[src/rtl/xgmac_mdio_master_if.sv]
// Request/response handshake between host logic and the MDIO master.
interface xgmac_mdio_master_if;
    logic        req_valid;
    logic        req_ready;
    logic [1:0]  req_op;
    logic [4:0]  req_prtad;
    logic [4:0]  req_devad;
    logic [15:0] req_data;
    logic        rsp_valid;
    logic [15:0] rsp_data;
    logic        rsp_err;

    // Host side issues requests and consumes responses.
    modport master (
        output req_valid, req_op, req_prtad, req_devad, req_data,
        input  req_ready, rsp_valid, rsp_data, rsp_err
    );

    // MDIO master side accepts requests and produces responses.
    modport slave (
        input  req_valid, req_op, req_prtad, req_devad, req_data,
        output req_ready, rsp_valid, rsp_data, rsp_err
    );
endinterface

[src/rtl/xgmac_mdio_master.sv]
// Clause-45 MDIO initiator: frames address/write/read/post-read-increment ops onto MDC/MDIO.
module xgmac_mdio_master #(
    parameter int unsigned C_MDC_DIV = 32,
    parameter int unsigned C_PRE_LEN = 32
) (
    input  logic                      clk156,
    input  logic                      reset,
    xgmac_mdio_master_if.slave        bus,
    output logic                      mdc,
    output logic                      mdio_out,
    output logic                      mdio_tri,
    input  logic                      mdio_in
);

    typedef enum logic [2:0] {StIdle, StPre, StHdr, StTa, StData, StDone} state_e;

    localparam logic [7:0] DivLast = 8'(C_MDC_DIV - 1);

    state_e      state_q, state_d;
    logic [7:0]  div_q, div_d;
    logic        mdc_q, mdc_d;
    logic [5:0]  bit_cnt_q, bit_cnt_d;
    logic [1:0]  op_q;
    logic [4:0]  prtad_q, devad_q;
    logic [15:0] data_q;
    logic [15:0] shift_q, shift_d;
    logic        err_q, err_d;
    logic [15:0] rsp_data_q, rsp_data_d;
    logic        out_q, out_d, tri_q, tri_d;

    logic        accept, in_frame, phase_end, rise, bit_end, last_bit;
    logic [1:0]  op_src;
    logic [13:0] hdr_src;
    logic [15:0] data_src;
    logic [3:0]  bit_idx;

    function automatic logic [5:0] state_len(state_e s);
        case (s)
            StPre:   return 6'(C_PRE_LEN);
            StHdr:   return 6'd14;
            StTa:    return 6'd2;
            StData:  return 6'd16;
            default: return 6'd0;
        endcase
    endfunction

    assign accept    = bus.req_valid && (state_q == StIdle);
    assign in_frame  = (state_q == StPre) || (state_q == StHdr) ||
                       (state_q == StTa)  || (state_q == StData);
    assign phase_end = in_frame && (div_q == DivLast);
    assign rise      = phase_end && !mdc_q;
    assign bit_end   = phase_end && mdc_q;
    assign last_bit  = bit_end && (bit_cnt_q == 6'd1);

    // On the acceptance cycle the first bit is built from the bus, not the latched copy.
    assign op_src   = accept ? bus.req_op : op_q;
    assign hdr_src  = accept ? {2'b00, bus.req_op, bus.req_prtad, bus.req_devad}
                             : {2'b00, op_q, prtad_q, devad_q};
    assign data_src = accept ? bus.req_data : data_q;
    assign bit_idx  = 4'(bit_cnt_d - 6'd1);

    // State register.
    always_ff @(posedge clk156 or posedge reset) begin
        if (reset) begin
            state_q <= StIdle;
        end else begin
            state_q <= state_d;
        end
    end

    // Next-state: each frame field advances after its last bit's high phase.
    always_comb begin
        state_d = state_q;
        unique case (state_q)
            StIdle: if (accept) state_d = (C_PRE_LEN > 0) ? StPre : StHdr;
            StPre:  if (last_bit) state_d = StHdr;
            StHdr:  if (last_bit) state_d = StTa;
            StTa:   if (last_bit) state_d = StData;
            StData: if (last_bit) state_d = StDone;
            StDone: state_d = StIdle;
            default: state_d = StIdle;
        endcase
    end

    // Outputs and datapath next-state.
    always_comb begin
        bus.req_ready = (state_q == StIdle);
        bus.rsp_valid = (state_q == StDone);
        bus.rsp_data  = rsp_data_q;
        bus.rsp_err   = err_q;
        mdc           = mdc_q;
        mdio_out      = out_q;
        mdio_tri      = tri_q;

        div_d = 8'd0;
        mdc_d = 1'b0;
        if (in_frame) begin
            div_d = phase_end ? 8'd0 : div_q + 8'd1;
            mdc_d = phase_end ? ~mdc_q : mdc_q;
        end

        bit_cnt_d = bit_cnt_q;
        if (accept || last_bit) begin
            bit_cnt_d = state_len(state_d);
        end else if (bit_end) begin
            bit_cnt_d = bit_cnt_q - 6'd1;
        end

        // MDIO only changes at the start of a low phase.
        out_d = out_q;
        tri_d = tri_q;
        if (accept || bit_end) begin
            unique case (state_d)
                StPre: begin
                    out_d = 1'b1;
                    tri_d = 1'b0;
                end
                StHdr: begin
                    out_d = hdr_src[bit_idx];
                    tri_d = 1'b0;
                end
                StTa: begin
                    out_d = op_src[1] ? 1'b1 : bit_cnt_d[1];
                    tri_d = op_src[1];
                end
                StData: begin
                    out_d = op_src[1] ? 1'b1 : data_src[bit_idx];
                    tri_d = op_src[1];
                end
                default: begin
                    out_d = 1'b1;
                    tri_d = 1'b1;
                end
            endcase
        end

        shift_d = shift_q;
        if (accept) begin
            shift_d = 16'd0;
        end else if (rise && (state_q == StData)) begin
            shift_d = {shift_q[14:0], mdio_in};
        end

        // A released second TA bit means nobody answered the read.
        err_d = err_q;
        if (accept) begin
            err_d = 1'b0;
        end else if (rise && (state_q == StTa) && (bit_cnt_q == 6'd1) && op_q[1] && mdio_in) begin
            err_d = 1'b1;
        end

        rsp_data_d = rsp_data_q;
        if (last_bit && (state_q == StData)) begin
            rsp_data_d = op_q[1] ? shift_q : 16'd0;
        end
    end

    // Datapath registers.
    always_ff @(posedge clk156 or posedge reset) begin
        if (reset) begin
            div_q      <= 8'd0;
            mdc_q      <= 1'b0;
            bit_cnt_q  <= 6'd0;
            op_q       <= 2'd0;
            prtad_q    <= 5'd0;
            devad_q    <= 5'd0;
            data_q     <= 16'd0;
            shift_q    <= 16'd0;
            err_q      <= 1'b0;
            rsp_data_q <= 16'd0;
            out_q      <= 1'b1;
            tri_q      <= 1'b1;
        end else begin
            div_q      <= div_d;
            mdc_q      <= mdc_d;
            bit_cnt_q  <= bit_cnt_d;
            shift_q    <= shift_d;
            err_q      <= err_d;
            rsp_data_q <= rsp_data_d;
            out_q      <= out_d;
            tri_q      <= tri_d;
            if (accept) begin
                op_q    <= bus.req_op;
                prtad_q <= bus.req_prtad;
                devad_q <= bus.req_devad;
                data_q  <= bus.req_data;
            end
        end
    end

endmodule

[src/flat_wrapper.sv]
// flat-port wrapper written by rule: the top's interface ports become plain ports
module xgmac_mdio_master_flat 
#(
    parameter int unsigned C_MDC_DIV = 32,
    parameter int unsigned C_PRE_LEN = 32
)
  (clk156, reset, mdc, mdio_out, mdio_tri, mdio_in, bus_req_valid, bus_req_op, bus_req_prtad, bus_req_devad, bus_req_data, bus_req_ready, bus_rsp_valid, bus_rsp_data, bus_rsp_err);
  xgmac_mdio_master_if bus_i ();
  input  logic clk156;
  input  logic reset;
  output logic mdc;
  output logic mdio_out;
  output logic mdio_tri;
  input  logic mdio_in;
  input wire logic [$bits(bus_i.req_valid)-1:0] bus_req_valid;
  input wire logic [$bits(bus_i.req_op)-1:0] bus_req_op;
  input wire logic [$bits(bus_i.req_prtad)-1:0] bus_req_prtad;
  input wire logic [$bits(bus_i.req_devad)-1:0] bus_req_devad;
  input wire logic [$bits(bus_i.req_data)-1:0] bus_req_data;
  output wire logic [$bits(bus_i.req_ready)-1:0] bus_req_ready;
  output wire logic [$bits(bus_i.rsp_valid)-1:0] bus_rsp_valid;
  output wire logic [$bits(bus_i.rsp_data)-1:0] bus_rsp_data;
  output wire logic [$bits(bus_i.rsp_err)-1:0] bus_rsp_err;
  assign bus_i.req_valid = bus_req_valid;
  assign bus_i.req_op = bus_req_op;
  assign bus_i.req_prtad = bus_req_prtad;
  assign bus_i.req_devad = bus_req_devad;
  assign bus_i.req_data = bus_req_data;
  assign bus_req_ready = bus_i.req_ready;
  assign bus_rsp_valid = bus_i.rsp_valid;
  assign bus_rsp_data = bus_i.rsp_data;
  assign bus_rsp_err = bus_i.rsp_err;
  xgmac_mdio_master #(.C_MDC_DIV(C_MDC_DIV), .C_PRE_LEN(C_PRE_LEN)) u_core (.clk156(clk156), .reset(reset), .bus(bus_i), .mdc(mdc), .mdio_out(mdio_out), .mdio_tri(mdio_tri), .mdio_in(mdio_in));
endmodule
[config.mk]
export PLATFORM = sky130hd
export DESIGN_NAME = xgmac_mdio_master_flat
export DESIGN_NICKNAME = d
export VERILOG_FILES = /design/src/rtl/xgmac_mdio_master_if.sv /design/src/rtl/xgmac_mdio_master.sv /design/src/flat_wrapper.sv
export SDC_FILE = /design/constraint.sdc
export NUM_CORES = 1
export LEC_CHECK = 0
export CORE_MARGIN = 2
export CORE_UTILIZATION = 39
export CTS_CLUSTER_SIZE = 16
export DETAILED_ROUTE_END_ITERATION = 8
export PLACE_DENSITY_LB_ADDON = 0.1
export SLEW_MARGIN = 20
export SYNTH_ARGS = -nofsm -noshare
export SYNTH_HDL_FRONTEND = slang
export SYNTH_SLANG_ARGS = --single-unit
[constraint.sdc]
create_clock -name clk156 -period 4.1 [get_ports clk156]
set_clock_uncertainty 0.05 [all_clocks]
set_input_delay 0.82 -clock clk156 [delete_from_list [all_inputs] [get_ports clk156]]
set_output_delay 0.82 -clock clk156 [all_outputs]
set_load 0.02 [all_outputs]
Word-level counts from Yosys, hierarchy flattened
Cells that the tools add are included.
- add/subtract/negate cells: 3
- $lt $le $gt $ge: 1
- eq/ne operators: 12
- muxes and demuxes: 29
- bitwise operators: 1
- reduce and logical (&&, ||, !) cells: 22
- operators with widths (cell ; number):
    16-bit two-way mux ; 4
    6-bit one-hot mux with 4 select lines ; 1
    8-bit two-way mux ; 2
    3-bit two-way mux ; 5
    3-bit one-hot mux with 5 select lines ; 1
    3-bit by 2-bit == test with 1-bit output (second input constant) ; 4
    12-bit two-way mux ; 1
    6-bit two-way mux ; 2
    1-bit logical AND ; 11
    3-bit == test (second input constant) ; 3
    8-bit by 1-bit adder with 8-bit output (second input constant) ; 1
    1-bit binary-select mux with 4-bit select ; 2
    8-bit by 5-bit == test with 1-bit output (second input constant) ; 1
    1-bit two-way mux ; 8
    3-bit by 1-bit == test with 1-bit output (second input constant) ; 2
    6-bit by 1-bit == test with 1-bit output (second input constant) ; 1
    6-bit by 1-bit subtractor with 6-bit output (second input constant) ; 1
    1-bit logical OR ; 5
    4-bit by 5-bit < comparator with 1-bit output (second input constant) ; 1
    2-bit nonzero test ; 2
    2-bit OR reduction ; 2
    4-bit by 1-bit subtractor with 4-bit output (second input constant) ; 1
    3-bit logical NOT ; 1
    1-bit one-hot mux with 3 select lines ; 1
    5 further kinds ; 5
- bits in registers: 81
- input bits: 32
- logic and storage cells: 82

Logic depth before layout (Yosys ltp)
- depth in word-level cells: 17
- depth in mapped cells: 15
- mapped depth without buffers: 12

Worst setup path after synthesis
Ideal clock, no wire load.
- kind: register to register
- start point: reg u_core.div_q[0]
- end point: reg u_core.out_q (netlist: u_core.mdio_out)
- setup time: 0.087 ns
- data arrival time: 3.156 ns
- data required time: 3.963 ns
- path slack: 0.808 ns
- stages on the path, launching flop included: 14
- buffers on the path: 3
- clock period less this slack: 3.292 ns
- cell sequence: dfrtp_1 > ha_1 > and4_4 > and2_1 > clkbuf_1 > a211oi_1 > a21oi_2 > buf_6 > buf_2 > ha_1 > mux4_2 > mux2_1 > a2bb2oi_1 > a31oi_1
- cells in the longest elaborated chain, start to end: 14
- elaborated cells between the ends (all ways): 26
- RTL lines (what ; line ; RTL):
    start: declaration ; xgmac_mdio_master.sv:20 ; logic [7:0] div_q, div_d;
    start signal: assignment ; xgmac_mdio_master.sv:174 ; div_q <= div_d;
    8-bit by 5-bit == test with 1-bit output (*) ; xgmac_mdio_master.sv:50 ; assign phase_end = in_frame && (div_q == DivLast);
    1-bit logical AND (*) ; xgmac_mdio_master.sv:50 ;
    1-bit logical AND (*) ; xgmac_mdio_master.sv:52 ; assign bit_end = phase_end && mdc_q;
    1-bit logical AND ; xgmac_mdio_master.sv:53 ; assign last_bit = bit_end && (bit_cnt_q == 6'd1);
    3-bit two-way mux (on tied branches) ; - ;
    3-bit one-hot mux with 5 select lines ; xgmac_mdio_master.sv:74 ; unique case (state_q)
    3-bit == test (tied with other cells) ; xgmac_mdio_master.sv:38, xgmac_mdio_master.sv:113 ;
    6-bit one-hot mux with 4 select lines ; xgmac_mdio_master.sv:38 ; case (s)
    6-bit two-way mux ; xgmac_mdio_master.sv:103 ; if (accept || last_bit) begin
    4-bit by 1-bit subtractor with 4-bit output ; xgmac_mdio_master.sv:60 ; assign bit_idx = 4'(bit_cnt_d - 6'd1);
    1-bit binary-select mux with 4-bit select ; xgmac_mdio_master.sv:127 ; out_d = op_src[1] ? 1'b1 : data_src[bit_idx];
    1-bit two-way mux (not written as such) ; xgmac_mdio_master.sv:127 ;
    1-bit two-way mux ; xgmac_mdio_master.sv:127 ;
    1-bit one-hot mux with 3 select lines ; xgmac_mdio_master.sv:113 ; unique case (state_d)
    end signal: assignment ; xgmac_mdio_master.sv:180 ; out_q <= out_d;
    end: declaration ; xgmac_mdio_master.sv:29 ; logic out_q, out_d, tri_q, tri_d;
Mark *: on every way between the ends. The rest lies on a longest branch, timed or not. The select of a mux whose other input is x is not followed.
A chain may end at the register's enable or synchronous reset.

Worst setup path after layout
- start point: in bus_req_valid
- end point: reg u_core.out_q (netlist: u_core.mdio_out)
- cells in the longest elaborated chain, start to end: 11
- elaborated cells between the ends (all ways): 22
- RTL lines (what ; line ; RTL):
    start: declaration ; flat_wrapper.sv:15 ; input wire logic [$bits(bus_i.req_valid)-1:0] bus_req_valid;
    1-bit logical AND (*) ; xgmac_mdio_master.sv:47 ; assign accept = bus.req_valid && (state_q == StIdle);
    3-bit two-way mux ; xgmac_mdio_master.sv:75 ; StIdle: if (accept) state_d = (C_PRE_LEN > 0) ? StPre : StHdr;
    3-bit one-hot mux with 5 select lines ; xgmac_mdio_master.sv:74 ;
    3-bit == test (tied with other cells) ; xgmac_mdio_master.sv:38, xgmac_mdio_master.sv:113 ;
    6-bit one-hot mux with 4 select lines ; xgmac_mdio_master.sv:38 ;
    6-bit two-way mux ; xgmac_mdio_master.sv:103 ;
    4-bit by 1-bit subtractor with 4-bit output ; xgmac_mdio_master.sv:60 ;
    1-bit binary-select mux with 4-bit select ; xgmac_mdio_master.sv:127 ;
    1-bit two-way mux (not written as such) ; xgmac_mdio_master.sv:127 ;
    1-bit two-way mux ; xgmac_mdio_master.sv:127 ;
    1-bit one-hot mux with 3 select lines ; xgmac_mdio_master.sv:113 ;
Marked as above.

==> flow_summary.yaml <==
critical_path:
  worstReg2RegEnd: "u_core.mdio_out$_DFFE_PP1P_"
  cpPeakStageDelay_ns: 0.53
  reg2reg_depth: 11
  worst-path-buf-inv: 2
  cp.required_ns: 4.34
  slowest_stage: "clkdlybuf4s50_1"
  cp.arrival_ns: 3.84
  crit_family: "compound AO/OA/AOI/OAI gates"
  critPathCaptureType: "flop"
  start_kind: "input pin"
  crit_type: "input pin to flop"
  rrSetupSlack_ns: 0.80
  cpMostUsedCell: "a2bb2oi_1"
  critical_path.cell_chain: "clkdlybuf4s50_1 -> or4b_1 -> buf_12 -> o31a_1 -> o32ai_4 -> ha_1 -> or3_1 -> a2bb2oi_1 -> o211a_1 -> a2bb2oi_1 -> a31oi_1"
  r2r_start: "u_core.bit_cnt_q[1]$_DFF_PP0_"
  cp_max_fo: 37
floorplanning:
  start_util: 0.396
  core-area_mm2: 0.0102
  die_x_um: 106
  rows: 37
  io_pins: 54
  dieArea_mm2: 0.0112
  fp.dieH_um: 106
clocking:
  cts_resized: 0
  postCtsSetupBuffers: 0
  clk_path_buf_depth: 2
  path_clk_slew_ns: 0.08
  cts_made_buffers: 9
  cts_tree: "built"
  cts-htree-levels: 3
  clk_latency_ns: 0.36
  cts.sinks: 81
  cts_hold_buf: 0
  root_buffer: "clkbuf_8"
pwr:
  cellPowerDensity_mw_per_mm2: 306
  power.total_mw: 1.50
  p_leak_nw: 2.34
  ir_drop_uv: 164
finish:
  final_util: 0.482
  stdcell_count: 636
  area_delta_synth_final_pct: 21.6
  multi_input_area_mm2: 0.00184
  regArea_mm2: 0.00203
  nets: 531
  antenna_cells: 0
  drive_above_1_share: 0.0940
  fill_cells: 999
  final_cell_area_mm2: 0.00491
timing:
  period_share: 0.879
  fin_crit_ns: 3.60
  slew_viol_final: 0
  hold_viol: 0
  setup_viol: 0
  grt_setup_unrepaired: "false"
  timing.fmax_mhz: 278
  max-slew-margin-rel: 0.496
  fin_tns_setup_ns: 0
  worst_pin_slew_ns: 0.754
hold_path:
  hold_class: "flop to flop"
  hp-start: "u_core.bus.rsp_data[15]$_DFFE_PP0P_"
  whs_path_depth: 2
  holdPathEnd: "u_core.bus.rsp_data[15]$_DFFE_PP0P_"
global_route:
  grt.overflow.total: 0
  grt_use_total: 0.169
  grt_pass1_wl_um: 15000
  grt_max_degree: 43
  grt_antenna_before_repair: 0
  grt_pass1_vias: 3042
placed_design:
  routabilityCongestion: 0.837
  hpwl_um: 6210
  dp.cells: 620
  place_area_mm2: 0.00469
  io_buffers: 53
yosys:
  ys.flop_type: "dfrtp_1"
  synth_warnings: 0
  postSynth.asyncResetShare: 1.00
  synth_cell_types: 59
  syn_area_mm2: 0.00404
  synth_top_area_share: 0.490
  synth_edf_count: 0
  synth-seq-area-share: 0.503
  syn_inst: 448
  ys_top_cells_by_area: "dfrtp_1 (49%), nand2_1 (15%), nand3_1 (3.3%)"
  syn_area_per_cell_um2: 9.01
  yosysTopAreaCell: "dfrtp_1"
  synth_nets: 484
  synth-seq-cells: 81
drt:
  wl_um: 9030
  drt-wirelength-per-cell_um: 14.2
  drtPass1Iterations: 4
  drcViolationCount: 0
  via_per_inst: 4.97
  vias: 3164
  drt_iter0_drc: 149
  ant_nets: 0
run:
  drv_cap: 0
run_status:
  outcome: "completed"
how the worst max path moves through the flow:
stage,from,to,depth (start not counted)
4_1_cts,bus_req_valid,u_core.mdio_out$_DFFE_PP1P_,11
6_report,bus_req_valid,u_core.mdio_out$_DFFE_PP1P_,11
3_3_place_gp,bus_req_valid,u_core.mdio_out$_DFFE_PP1P_,11
3_5_place_dp,bus_req_valid,u_core.mdio_out$_DFFE_PP1P_,10
2_1_floorplan,u_core.div_q[0]$_DFF_PP0_,u_core.mdio_out$_DFFE_PP1P_,13
5_1_grt,bus_req_valid,u_core.mdio_out$_DFFE_PP1P_,11
state kept, by name, indices dropped and copies added (netlist names), 3 cells and up:
signal,cells
u_core.bus.rsp_data,16
u_core.div_q,8
u_core.prtad_q,5
u_core.data_q,16
u_core.shift_q,16
u_core.devad_q,5
u_core.state_q,3
u_core.bit_cnt_q,6
layout make-up:
cell class / instances / share of cell area
Sequential cell: 81 / 0.413
Multi-Input combinational cell: 331 / 0.375
Timing Repair Buffer: 59 / 0.122
Tap cell: 136 / 0.0347
Clock buffer: 9 / 0.0252
Clock inverter: 7 / 0.0191
Inverter: 13 / 0.0102
where the power goes:
group / total, mW / switching [mW] / internal [mW]
registers: 0.802 / 0.00337 / 0.799
logic: 0.0495 / 0.0210 / 0.0285
clock network: 0.649 / 0.306 / 0.343
total: 1.50 / 0.330 / 1.17
cells in the final DEF, fill, tap and decap left out, types with 2 or more instances in the layout:
| master | Yosys | routed |
|---|---|---|
| nand2_1 | 157 | 157 |
| dfrtp_1 | 79 | 79 |
| clkdlybuf4s50_1 | 0 | 53 |
| nand3_1 | 27 | 27 |
| nor2_1 | 27 | 26 |
| a21oi_1 | 24 | 24 |
| inv_1 | 12 | 11 |
| nor3_1 | 9 | 9 |
| clkbuf_8 | 0 | 9 |
| o21ai_0 | 8 | 8 |
| xor2_1 | 6 | 6 |
| a31oi_1 | 6 | 6 |
| mux2i_1 | 5 | 5 |
| xnor2_1 | 5 | 5 |
| nand2b_1 | 4 | 4 |
| ha_1 | 4 | 4 |
| buf_4 | 1 | 4 |
| and2_1 | 3 | 3 |
| clkinv_2 | 0 | 3 |
| nand3_4 | 2 | 2 |
| nor3_4 | 2 | 2 |
| nor2_2 | 1 | 2 |
| or3_1 | 2 | 2 |
| a21oi_2 | 2 | 2 |
| o21ai_1 | 2 | 2 |
| a22oi_1 | 2 | 2 |
| mux2_1 | 2 | 2 |
| a2bb2oi_1 | 2 | 2 |
| mux4_2 | 2 | 2 |
| clkinvlp_4 | 0 | 2 |
| bufinv_16 | 0 | 2 |
| buf_12 | 0 | 2 |
| dfstp_2 | 2 | 2 |
routing by layer:
layer / up-vias / track usage / share of wire
li1: 1586 / - / -
met4: 0 / 0.0611 / 0.018
met3: 14 / 0.0390 / 0.039
met5: - / 0 / 0
met1: 1503 / 0.235 / 0.48
met2: 61 / 0.259 / 0.46
stage by stage:
step	setup WS (ns)	hold WS (ns)
global placement	0.200	0.400
CTS	0.495	0.426
finish	0.497	0.419
global route	0.403	0.442
detailed placement	0.132	0.403
floorplan	0.808	0.384
tightest hold or removal path: cells and delay by family (launching register included):
family	cells	cell delay (ns)
DFF	1	0.35
and+or+nand+nor	2	0.10
cell usage after synthesis (3+ instances only):
cell      number
xnor2_1        5
nor2_1        27
nand2_1      157
buf_1          3
xor2_1         6
nand3_1       27
and2_1         3
dfrtp_1       79
nor3_1         9
o21ai_0        8
buf_2          7
nand2b_1       4
a21oi_1       24
inv_1         12
ha_1           4
mux2i_1        5
a31oi_1        6
clkbuf_1       9
buf_6          3
cells by family (layout without fill, tap and decap cells):
logic type | count (synthesis) | in the layout | synth area share
XOR/XNOR | 12 | 12 | 0.0279
buffers and inverters | 36 | 88 | 0.0421
multiplexers | 10 | 10 | 0.0356
flip-flops | 81 | 81 | 0.503
AO/OA/AOI/OAI | 58 | 58 | 0.0964
AND/OR/NAND/NOR | 247 | 247 | 0.283
adder cells (fa/ha/maj) | 4 | 4 | 0.0124
(Power assumes the default switching activity.)
